`config.mk`:
```
export PLATFORM = sky130hd
export DESIGN_NAME = xsim_dma_arbiter
export DESIGN_NICKNAME = d
export VERILOG_FILES = /design/src/rtl/xsim_dma_pkg.sv /design/src/rtl/xsim_rr_arbiter.sv /design/src/rtl/xsim_dma_arbiter.sv
export SDC_FILE = /design/constraint.sdc
export NUM_CORES = 1
export LEC_CHECK = 0
export BUFFER_PORTS_ARGS = -buffer_cell sky130_fd_sc_hd__buf_2
export CAP_MARGIN = 25
export CORE_AREA = 2 2 352 354
export DETAILED_ROUTE_END_ITERATION = 8
export DIE_AREA = 0 0 354 356
export PLACE_DENSITY_LB_ADDON = 0.1
export SLEW_MARGIN = 20
export SYNTH_ARGS = -nofsm -noshare
export SYNTH_HDL_FRONTEND = slang
export SYNTH_SLANG_ARGS = --single-unit
```
`constraint.sdc`:
```
create_clock -name CLK -period 3.82 [get_ports CLK]
set_input_delay 0.382 -clock CLK [delete_from_list [all_inputs] [get_ports CLK]]
set_output_delay 0.382 -clock CLK [all_outputs]
set_load 0.1 [all_outputs]
```
`src/rtl/xsim_dma_pkg.sv`:
```
// Shared widths and helpers for the simulated-DMA port arbiter.
package xsim_dma_pkg;
  localparam int ADDR_W = 32;
  localparam int DATA_W = 32;
  localparam int BE_W   = 4;

  // Client ID width; never below one bit so a two-client build still has a real index.
  function automatic int id_width(input int n);
    return (n <= 2) ? 1 : $clog2(n);
  endfunction
endpackage

```
`src/rtl/xsim_rr_arbiter.sv`:
```
// Round-robin arbiter: combinational grant searching upward from a registered
// pointer; the pointer moves past the winner only when a grant is made.
module xsim_rr_arbiter
  import xsim_dma_pkg::*;
#(
  parameter int NUM_CLIENTS = 4,
  localparam int CW = id_width(NUM_CLIENTS)
) (
  input  logic                   CLK,
  input  logic                   RST,
  input  logic [NUM_CLIENTS-1:0] req,
  input  logic                   advance,
  output logic [NUM_CLIENTS-1:0] grant,
  output logic [CW-1:0]          grant_idx,
  output logic                   granted
);
  logic [CW-1:0] ptr;

  // First requester at or after ptr, wrapping mod NUM_CLIENTS.
  always_comb begin
    int idx;
    logic [CW-1:0] idx_w;
    grant     = '0;
    grant_idx = '0;
    granted   = 1'b0;
    idx       = 0;
    idx_w     = '0;
    for (int k = 0; k < NUM_CLIENTS; k++) begin
      idx = int'(ptr) + k;
      if (idx >= NUM_CLIENTS) idx = idx - NUM_CLIENTS;
      idx_w = CW'(idx);
      if (advance && !granted && req[idx_w]) begin
        granted      = 1'b1;
        grant_idx    = idx_w;
        grant[idx_w] = 1'b1;
      end
    end
  end

  // Pointer moves to the client after the winner; explicit wrap handles non-power-of-two counts.
  always_ff @(posedge CLK) begin
    if (RST) ptr <= '0;
    else if (granted)
      ptr <= (int'(grant_idx) == NUM_CLIENTS - 1) ? '0 : grant_idx + CW'(1);
  end
endmodule

```
`src/rtl/xsim_dma_arbiter.sv`:
```
// Shares the simulated-DMA read/write port between NUM_CLIENTS requesters.
// Reads and writes arbitrate independently; read responses return in issue
// order and are steered back using an in-order FIFO of client IDs.
module xsim_dma_arbiter
  import xsim_dma_pkg::*;
#(
  parameter int NUM_CLIENTS = 4,
  parameter int TAG_DEPTH   = 4,
  localparam int CW = id_width(NUM_CLIENTS),
  localparam int PW = $clog2(TAG_DEPTH)
) (
  input  logic                          CLK,
  input  logic                          RST,
  input  logic [NUM_CLIENTS-1:0]        rd_req_valid,
  output logic [NUM_CLIENTS-1:0]        rd_req_ready,
  input  logic [NUM_CLIENTS*ADDR_W-1:0] rd_req_addr,
  input  logic [NUM_CLIENTS*ADDR_W-1:0] rd_req_handle,
  input  logic [NUM_CLIENTS-1:0]        wr_valid,
  output logic [NUM_CLIENTS-1:0]        wr_ready,
  input  logic [NUM_CLIENTS*ADDR_W-1:0] wr_addr,
  input  logic [NUM_CLIENTS*ADDR_W-1:0] wr_handle,
  input  logic [NUM_CLIENTS*DATA_W-1:0] wr_data,
  input  logic [NUM_CLIENTS*BE_W-1:0]   wr_be,
  output logic [NUM_CLIENTS-1:0]        rsp_valid,
  input  logic [NUM_CLIENTS-1:0]        rsp_ready,
  output logic [DATA_W-1:0]             rsp_data,
  input  logic                          dma_rdy_readrequest,
  output logic                          dma_en_readrequest,
  output logic [ADDR_W-1:0]             dma_readrequest_addr,
  output logic [ADDR_W-1:0]             dma_readrequest_handle,
  input  logic                          dma_rdy_readresponse,
  output logic                          dma_en_readresponse,
  input  logic [DATA_W-1:0]             dma_readresponse_data,
  output logic                          dma_en_write32,
  output logic [ADDR_W-1:0]             dma_write32_addr,
  output logic [ADDR_W-1:0]             dma_write32_handle,
  output logic [DATA_W-1:0]             dma_write32_data,
  output logic [BE_W-1:0]               dma_write32_byteenable,
  output logic [PW:0]                   outstanding
);
  // Per-client views of the flattened buses.
  logic [NUM_CLIENTS-1:0][ADDR_W-1:0] rd_addr_v, rd_hdl_v, wr_addr_v, wr_hdl_v;
  logic [NUM_CLIENTS-1:0][DATA_W-1:0] wr_data_v;
  logic [NUM_CLIENTS-1:0][BE_W-1:0]   wr_be_v;
  assign rd_addr_v = rd_req_addr;
  assign rd_hdl_v  = rd_req_handle;
  assign wr_addr_v = wr_addr;
  assign wr_hdl_v  = wr_handle;
  assign wr_data_v = wr_data;
  assign wr_be_v   = wr_be;

  // Tag FIFO state.
  logic [CW-1:0] tag_mem [TAG_DEPTH];
  logic [PW-1:0] tag_wp, tag_rp;
  logic [PW:0]   count;
  logic [CW-1:0] head;
  logic          resp_avail, pop, push, full_eff, rd_adv;

  logic [CW-1:0] rd_idx, wr_idx;
  logic          rd_granted, wr_granted;

  assign head       = tag_mem[tag_rp];
  assign resp_avail = !RST && dma_rdy_readresponse && (count != '0);
  assign pop        = resp_avail && rsp_ready[head];
  // A pop in the same cycle frees the slot, so a full FIFO can still accept a push.
  assign full_eff   = (count == (PW+1)'(TAG_DEPTH)) && !pop;
  assign rd_adv     = !RST && dma_rdy_readrequest && !full_eff;
  assign push       = rd_granted;

  xsim_rr_arbiter #(.NUM_CLIENTS(NUM_CLIENTS)) u_rd_arb (
    .CLK(CLK), .RST(RST), .req(rd_req_valid), .advance(rd_adv),
    .grant(rd_req_ready), .grant_idx(rd_idx), .granted(rd_granted)
  );

  // DMA writes have no backpressure; only reset holds the write side off.
  xsim_rr_arbiter #(.NUM_CLIENTS(NUM_CLIENTS)) u_wr_arb (
    .CLK(CLK), .RST(RST), .req(wr_valid), .advance(!RST),
    .grant(wr_ready), .grant_idx(wr_idx), .granted(wr_granted)
  );

  assign dma_en_readrequest     = rd_granted;
  assign dma_readrequest_addr   = rd_addr_v[rd_idx];
  assign dma_readrequest_handle = rd_hdl_v[rd_idx];
  assign dma_en_write32         = wr_granted;
  assign dma_write32_addr       = wr_addr_v[wr_idx];
  assign dma_write32_handle     = wr_hdl_v[wr_idx];
  assign dma_write32_data       = wr_data_v[wr_idx];
  assign dma_write32_byteenable = wr_be_v[wr_idx];

  // Steer the head response to the client that issued it.
  always_comb begin
    rsp_valid = '0;
    if (resp_avail) rsp_valid[head] = 1'b1;
  end

  assign rsp_data            = RST ? '0 : dma_readresponse_data;
  assign dma_en_readresponse = pop;
  assign outstanding         = count;

  // Record the winning client ID for each issued read.
  always_ff @(posedge CLK) begin
    if (push) tag_mem[tag_wp] <= rd_idx;
  end

  // FIFO pointers and occupancy; reset drops all in-flight tags.
  always_ff @(posedge CLK) begin
    if (RST) begin
      tag_wp <= '0;
      tag_rp <= '0;
      count  <= '0;
    end else begin
      if (push) tag_wp <= tag_wp + PW'(1);
      if (pop)  tag_rp <= tag_rp + PW'(1);
      if (push && !pop)      count <= count + (PW+1)'(1);
      else if (!push && pop) count <= count - (PW+1)'(1);
    end
  end

`ifndef SYNTHESIS
  // A response with nothing outstanding cannot be routed and means the DMA model misbehaved.
  always_ff @(posedge CLK) begin
    if (!RST && dma_rdy_readresponse && count == '0)
      $error("xsim_dma_arbiter: read response with no outstanding request");
  end
`endif
endmodule
```
# After elaboration in Yosys (flattened, before gate mapping)

Memories as Yosys holds them, arrays and structs flattened. A register that Yosys moved wholly into a read port is not among the register bits.
Index checks and enable logic that the tools add are counted.

Add/sub/neg operators: 20
$lt $le $gt $ge: 28
Equal/unequal tests: 3
Multiplexer cells: 90
Bitwise operators: 6
Reductions and logical operators: 43

Operator list:

| operator                                            | count |
|---|---|
| binary-select mux 32 bit (select 2 bit)             | 5 |
| two-way mux 32 bit                                  | 6 |
| two-way mux 2 bit                                   | 20 |
| two-way mux 4 bit                                   | 10 |
| < comparator 2 x 3 -> 1 bit, second input constant  | 11 |
| logical AND 1 bit                                   | 31 |
| two-way mux 1 bit                                   | 28 |
| bitwise OR 4 bit                                    | 6 |
| binary-select mux 1 bit (select 2 bit)              | 9 |
| demux 1 bit (select 2 bit)                          | 9 |
| >= comparator 2 x 1 -> 1 bit, second input constant | 9 |
| >= comparator 3 bit, second input constant          | 6 |
| subtractor 2 x 1 -> 2 bit, second input constant    | 8 |
| adder 2 x 2 -> 3 bit, second input constant         | 4 |
| logical NOT 1 bit                                   | 10 |
| adder 2 x 1 -> 2 bit, second input constant         | 4 |
| binary-select mux 4 bit (select 2 bit)              | 1 |
| adder 2 x 1 -> 3 bit, second input constant         | 2 |
| >= comparator 2 x 3 -> 1 bit, second input constant | 2 |
| two-way mux 3 bit                                   | 2 |
| == test 2 x 1 -> 1 bit, second input constant       | 2 |
| adder 3 x 1 -> 3 bit, second input constant         | 1 |
| == test 3 bit, second input constant                | 1 |
| nonzero test 3 bit                                  | 1 |
| other kinds (2)                                     | 2 |

Register bits after elaboration: 11
RAM bits: 8
Input bits: 704
Output and inout port bits: 214
Word-level logic and storage cells: 196
Memories kept: 1

Memory list:

| memory  | depth | width | read ports | clocked after Yosys merged registers in | wr ports | RTL line               | text |
|---|---|---|---|---|---|---|---|
| tag_mem | 4     | 2     | 1          | 1                                       | 1        | xsim_dma_arbiter.sv:53 | `logic [CW-1:0] tag_mem [TAG_DEPTH];` |

# Longest topological paths before layout

Depth after elaboration: 26
Gate-level depth with buffers: 12
Mapped depth without buffers: 11

# Cells and area by module

From an unflattened synthesis, not the netlist that was laid out.

Cell total of the unflattened synthesis: 446
Area total of the unflattened synthesis: 6,148.4 um^2

Modules (own cells, without submodules):

| module                     | times used | cells an instance | area an instance (um^2) | sequential area each (um^2) |
|---|---|---|---|---|
| xsim_dma_arbiter           | 1          | 309               | 4,916.0                 | 420.4 |
| xsim_rr_arbiter (u_rd_arb) | 1          | 74                | 625.6                   | 40.0 |
| xsim_rr_arbiter (u_wr_arb) | 1          | 63                | 606.8                   | 40.0 |

# Worst setup path after synthesis

Ideal clock, no wire load.

Kind: flip-flop to output port
Start point: register u_rd_arb.ptr[0]
End point: output port dma_readrequest_handle[23]
Arrival: 4.424 ns
Required time: 3.438 ns
Setup slack: -0.986 ns
Cell stages (with the launch flop): 11
Path buffers: 3
Cell sequence: dfxtp_1 -> buf_6 -> inv_1 -> ha_1 -> mux4_2 -> nor2b_1 -> o21ai_0 -> a211oi_2 -> buf_2 -> buf_2 -> mux2i_1

Cells in the longest elaborated chain, start to end: 20
Elaborated cells on any way between the ends: 42
Classes of those cells: add/sub: 7; order compare: 4; mux: 21; reduce/logical: 10

Ends and longest elaborated chain:

| element                                                                   | RTL line               | text |
|---|---|---|
| start: declaration                                                        | xsim_rr_arbiter.sv:17  | `logic [CW-1:0] ptr;` |
| start signal: assignment                                                  | xsim_rr_arbiter.sv:44  | `ptr <= (int'(grant_idx) == NUM_CLIENTS - 1) ? '0 : grant_idx + CW'(1);` |
| >= comparator 2 x 3 -> 1 bit or subtractor 2 x 1 -> 2 bit (tied branches) | xsim_rr_arbiter.sv:30  | `if (idx >= NUM_CLIENTS) idx = idx - NUM_CLIENTS;` |
| two-way mux 2 bit                                                         | xsim_rr_arbiter.sv:30  |  |
| binary-select mux 1 bit (select 2 bit)                                    | xsim_rr_arbiter.sv:32  | `if (advance && !granted && req[idx_w]) begin` |
| two-way mux 1 bit (not written as such)                                   | xsim_rr_arbiter.sv:32  |  |
| logical AND 1 bit                                                         | xsim_rr_arbiter.sv:32  |  |
| two-way mux 1 bit                                                         | xsim_rr_arbiter.sv:32  |  |
| logical NOT 1 bit                                                         | xsim_rr_arbiter.sv:32  |  |
| logical AND 1 bit (2 in a row)                                            | xsim_rr_arbiter.sv:32  |  |
| [2 not listed]                                                            | n/a                    |  |
| logical AND 1 bit (2 in a row)                                            | xsim_rr_arbiter.sv:32  |  |
| two-way mux 1 bit                                                         | xsim_rr_arbiter.sv:32  |  |
| logical NOT 1 bit                                                         | xsim_rr_arbiter.sv:32  |  |
| logical AND 1 bit (2 in a row)                                            | xsim_rr_arbiter.sv:32  |  |
| two-way mux 2 bit *                                                       | xsim_rr_arbiter.sv:32  |  |
| net rd_idx[0]                                                             | xsim_dma_arbiter.sv:59 | `logic [CW-1:0] rd_idx, wr_idx;` |
| binary-select mux 32 bit (select 2 bit) *                                 | xsim_dma_arbiter.sv:83 | `assign dma_readrequest_handle = rd_hdl_v[rd_idx];` |
| two-way mux 32 bit (not written as such) *                                | xsim_dma_arbiter.sv:83 |  |
| end: declaration                                                          | xsim_dma_arbiter.sv:30 | `output logic [ADDR_W-1:0] dma_readrequest_handle,` |

Mark *: on every way through the listed nets, which the timed path passes. The rest lies on a longest branch. The select of a mux whose other input is x is not followed.

# Worst setup path after layout

Start point: register u_rd_arb.ptr[1]
End point: output port dma_readrequest_handle[5]

Cells in the longest elaborated chain, start to end: 20
Elaborated cells on any way between the ends: 42
Classes of those cells: add/sub: 7; order compare: 4; mux: 21; reduce/logical: 10

Ends and longest elaborated chain:

| element                                                                   | RTL line |
|---|---|
| >= comparator 2 x 3 -> 1 bit or subtractor 2 x 1 -> 2 bit (tied branches) | xsim_rr_arbiter.sv:30 |
| two-way mux 2 bit                                                         | xsim_rr_arbiter.sv:30 |
| binary-select mux 1 bit (select 2 bit)                                    | xsim_rr_arbiter.sv:32 |
| two-way mux 1 bit (not written as such)                                   | xsim_rr_arbiter.sv:32 |
| logical AND 1 bit                                                         | xsim_rr_arbiter.sv:32 |
| two-way mux 1 bit                                                         | xsim_rr_arbiter.sv:32 |
| logical NOT 1 bit                                                         | xsim_rr_arbiter.sv:32 |
| logical AND 1 bit (2 in a row)                                            | xsim_rr_arbiter.sv:32 |
| two-way mux 1 bit                                                         | xsim_rr_arbiter.sv:32 |
| logical NOT 1 bit                                                         | xsim_rr_arbiter.sv:32 |
| logical AND 1 bit (2 in a row)                                            | xsim_rr_arbiter.sv:32 |
| two-way mux 1 bit                                                         | xsim_rr_arbiter.sv:32 |
| logical NOT 1 bit                                                         | xsim_rr_arbiter.sv:32 |
| logical AND 1 bit (2 in a row)                                            | xsim_rr_arbiter.sv:32 |
| two-way mux 2 bit *                                                       | xsim_rr_arbiter.sv:32 |
| binary-select mux 32 bit (select 2 bit) *                                 | xsim_dma_arbiter.sv:83 |
| two-way mux 32 bit (not written as such) *                                | xsim_dma_arbiter.sv:83 |

Every way passes the cells marked *; elsewhere a longest branch is shown, timed or not. The select of a mux whose other input is x is not followed.

==> flow_summary.yaml <==
worst_setup_path:
  critPathMostFrequentCell: "buf_4"
  critPathLaunchType: "flop"
  crit_slowest_cell: "mux4_2"
  end_kind: "output port"
  cp.arrival_ns: 3.41
  worstSetupPathType: "flop to output port"
  cpPeakStageDelay_ns: 0.57
  required_ns: 3.44
  critPathMaxFanout: 6
  worstPathCellList: "inv_2 > ha_4 > mux4_2 > nor4b_4 > mux2i_2 > a211oi_4 > buf_4 > clkbuf_16 > buf_4 > mux2i_1 > mux2i_4 > buf_12"
floorplanning:
  dieWidth_um: 354
  core-area_sq_um: 123000
  io_pins: 918
  die_h_um: 356
  dieArea_sq_um: 126000
  rows: 129
  initial_utilization_pct: 5.39
synthesis:
  async_reset_ff_share_pct: 0
  yosysUniqueCellTypes: 47
  netlist.area_leader.share_pct: 37.5
  ys_ff_latch: 21
  synth_area_sq_um: 6610
  synth_edf_count: 8
  synth_common_cells: "199 x mux2i_1, 110 x mux4_2, 40 x nor2b_1"
  synth_nets: 1273
  ys.flop_type: "dfxtp_1"
  seq_area_frac_synth_pct: 7.57
  yosys.area.top_type: "mux4_2"
  synth.most_common_cell: "mux2i_1"
  ys_warn_count: 0
  yosys-top-cells-area: "mux4_2 37%, mux2i_1 30%, dfxtp_1 3.9%"
  avgSynthCellArea_sq_um: 11.9
  synth_cells: 555
placement:
  dpl_worst_slack_ns: 0.0823
  dp_hpwl_mm: 54.2
  gp_congestion: 0.929
  port_buffers: 917
sta:
  setup_tns_ns: 0
  grt_setup_unrepaired: "yes"
  final_max_slew_viol_count: 0
  skew_ns: 0.00671
  holdWs_ns: 0.533
  fin_crit_sh_pct: 99.3
  setup_viol: 0
  worst_pin_slew_ns: 0.599
  fmax_mhz: 264
  fin_ws_ns: 0.0269
  relSlewSlack_pct: 60.4
  finalHoldViolCount: 0
  period_needed_ns: 3.79
routing:
  viasPerCell: 2.96
  drt-initial-drc-count: 297
  routed_wl_mm: 61.9
  dr_total_vias: 9380
  avgRoutedWirePerCell_um: 19.5
  drc: 0
  drtPass1Iterations: 4
  ant_nets: 0
clocking:
  hold_buffers: 0
  clock_latency_ns: 0.26
  cts_tree: "yes"
  ctsRootBufferMaster: "clkbuf_16"
  cts_buffers: 3
  clockBufferDepth: 2
  htreeDepth: 1
  clk_pin_slew_ns: 0.07
  clock_sink_count: 21
cells_and_area:
  multi_input_area_sq_um: 7600
  drive_above_1_share_pct: 87.3
  nets: 2242
  synthToLayoutAreaGrowth_pct: 176
  ff_latch_area_sq_um: 503
  n_fill_cell: 13800
global_route:
  antenna_found_initial: 30
  grt_pass1_vias: 10100
  grt_max_degree: 56
  grt_remaining_overflow: 0
  grt_pass1_wl_mm: 78.5
  grt_util_all_layers_pct: 8.80
status:
  run_status: "finished clean"
power:
  p_comb_share_pct: 95.3
  p_seq_share_pct: 2.6
  vdd_drop_max_mv: 0.465
  clockPowerShare_pct: 2.1
  leakagePower_nw: 7.20
  p_int_mw: 4.13
  netSwitchingFraction_pct: 62.6
  powerDensity_nw_per_um2: 605
  switchingPower_mw: 6.90
job:
  drv_cap: 0
worst_hold_path:
  hold_class: "flop to flop"
## metal layers
| metal | track usage, % | routed length (um) | vias to the layer above |
|---|---|---|---|
| li1 | - | - | 4243 |
| met4 | 1.53 | 1150 | 16 |
| met1 | 8.30 | 19500 | 4448 |
| met3 | 3.53 | 6050 | 59 |
| met2 | 17.7 | 35100 | 614 |
| met5 | 0 | 115 | - |
## critical path: cells and delay by family (launching register included)
| family | cells | cell delay, ns |
|---|---|---|
| fa+ha+maj | 1 | 0.27 |
| buf+inv | 5 | 0.78 |
| compound gates | 1 | 0.27 |
| mux | 4 | 1.14 |
| simple gates | 1 | 0.36 |
| flops | 1 | 0.34 |
## through the flow
| step | area [sq um] | utilization [%] | total power, mW | std cells |
|---|---|---|---|---|
| 2_1_floorplan | 7450 | - | 6.86 | 555 |
| 3_3_place_gp | 16000 | 13.0 | 10.0 | 3112 |
| 3_5_place_dp | 16000 | 13.0 | 9.99 | 3112 |
| 4_1_cts | 16700 | 13.6 | 10.7 | 3128 |
| 5_1_grt | 18200 | 14.8 | 11.4 | 3166 |
| 6_report | 18200 | 14.9 | 11.0 | 3172 |
## cell families (layout without fill, tap and decap cells)
| group | Yosys count | in the layout | synth area share [%] |
|---|---|---|---|
| buffers and inverters | 63 | 1031 | 7.57 |
| flip-flops | 21 | 21 | 7.57 |
| multiplexers | 313 | 313 | 68.4 |
| AND/OR/NAND/NOR | 93 | 93 | 7.93 |
| adder cells (fa/ha/maj) | 14 | 14 | 2.76 |
| other | 0 | 12 | 0 |
| XOR/XNOR | 6 | 6 | 0.795 |
| AO/OA/AOI/OAI | 45 | 45 | 5.00 |
## path summary, 6_finish.rpt
check,startpoint,end,slack (ns),cells past startpoint
worst min register to register,tag_rp[1],tag_rp[1],0.53,2
worst max-delay path,u_rd_arb.ptr[1],dma_readrequest_handle[5],0.03,12
worst min-delay path,tag_rp[1],tag_rp[1],0.53,2
worst max register to register,flop,outstanding[2],0.37,11
## cell usage in the layout (no fill, tap or decap), types with 13 or more instances in the layout
cell type / n
nor2b_1: 40
buf_12: 126
mux2i_2: 37
a22oi_1: 13
buf_2: 758
buf_6: 19
mux4_2: 110
nor2_1: 26
clkbuf_16: 17
mux2i_1: 21
buf_4: 80
mux2i_4: 142
## area by class of cell
| cell class | instances | area share (%) |
|---|---|---|
| Timing Repair Buffer | 1016 | 43.5 |
| Antenna cell | 12 | 0.165 |
| Multi-Input combinational cell | 471 | 41.7 |
| Clock buffer | 3 | 0.412 |
| Sequential cell | 21 | 2.76 |
| Clock inverter | 1 | 0.0275 |
| Tap cell | 1637 | 11.2 |
| Inverter | 11 | 0.227 |
## power groups by stage
| stage | logic, mW | clock network, mW | registers, mW |
|---|---|---|---|
| floorplan | 6.53 | 0 | 0.340 |
| global placement | 9.72 | 0 | 0.288 |
| detailed placement | 9.70 | 0 | 0.288 |
| CTS | 10.2 | 0.253 | 0.282 |
| global route | 10.9 | 0.257 | 0.288 |
| finish | 10.5 | 0.233 | 0.283 |
## repair_timing
action / in CTS / in global routing
resized for setup: 125 / 171
endpoints found under the hold margin: 0 / 0
endpoints found under the setup margin: 125 / 134
buffers inserted: 8 / 16
cloned: 4 / 16
pin swaps: 4 / 4
No activity file was read; power rests on OpenSTA's default activity.
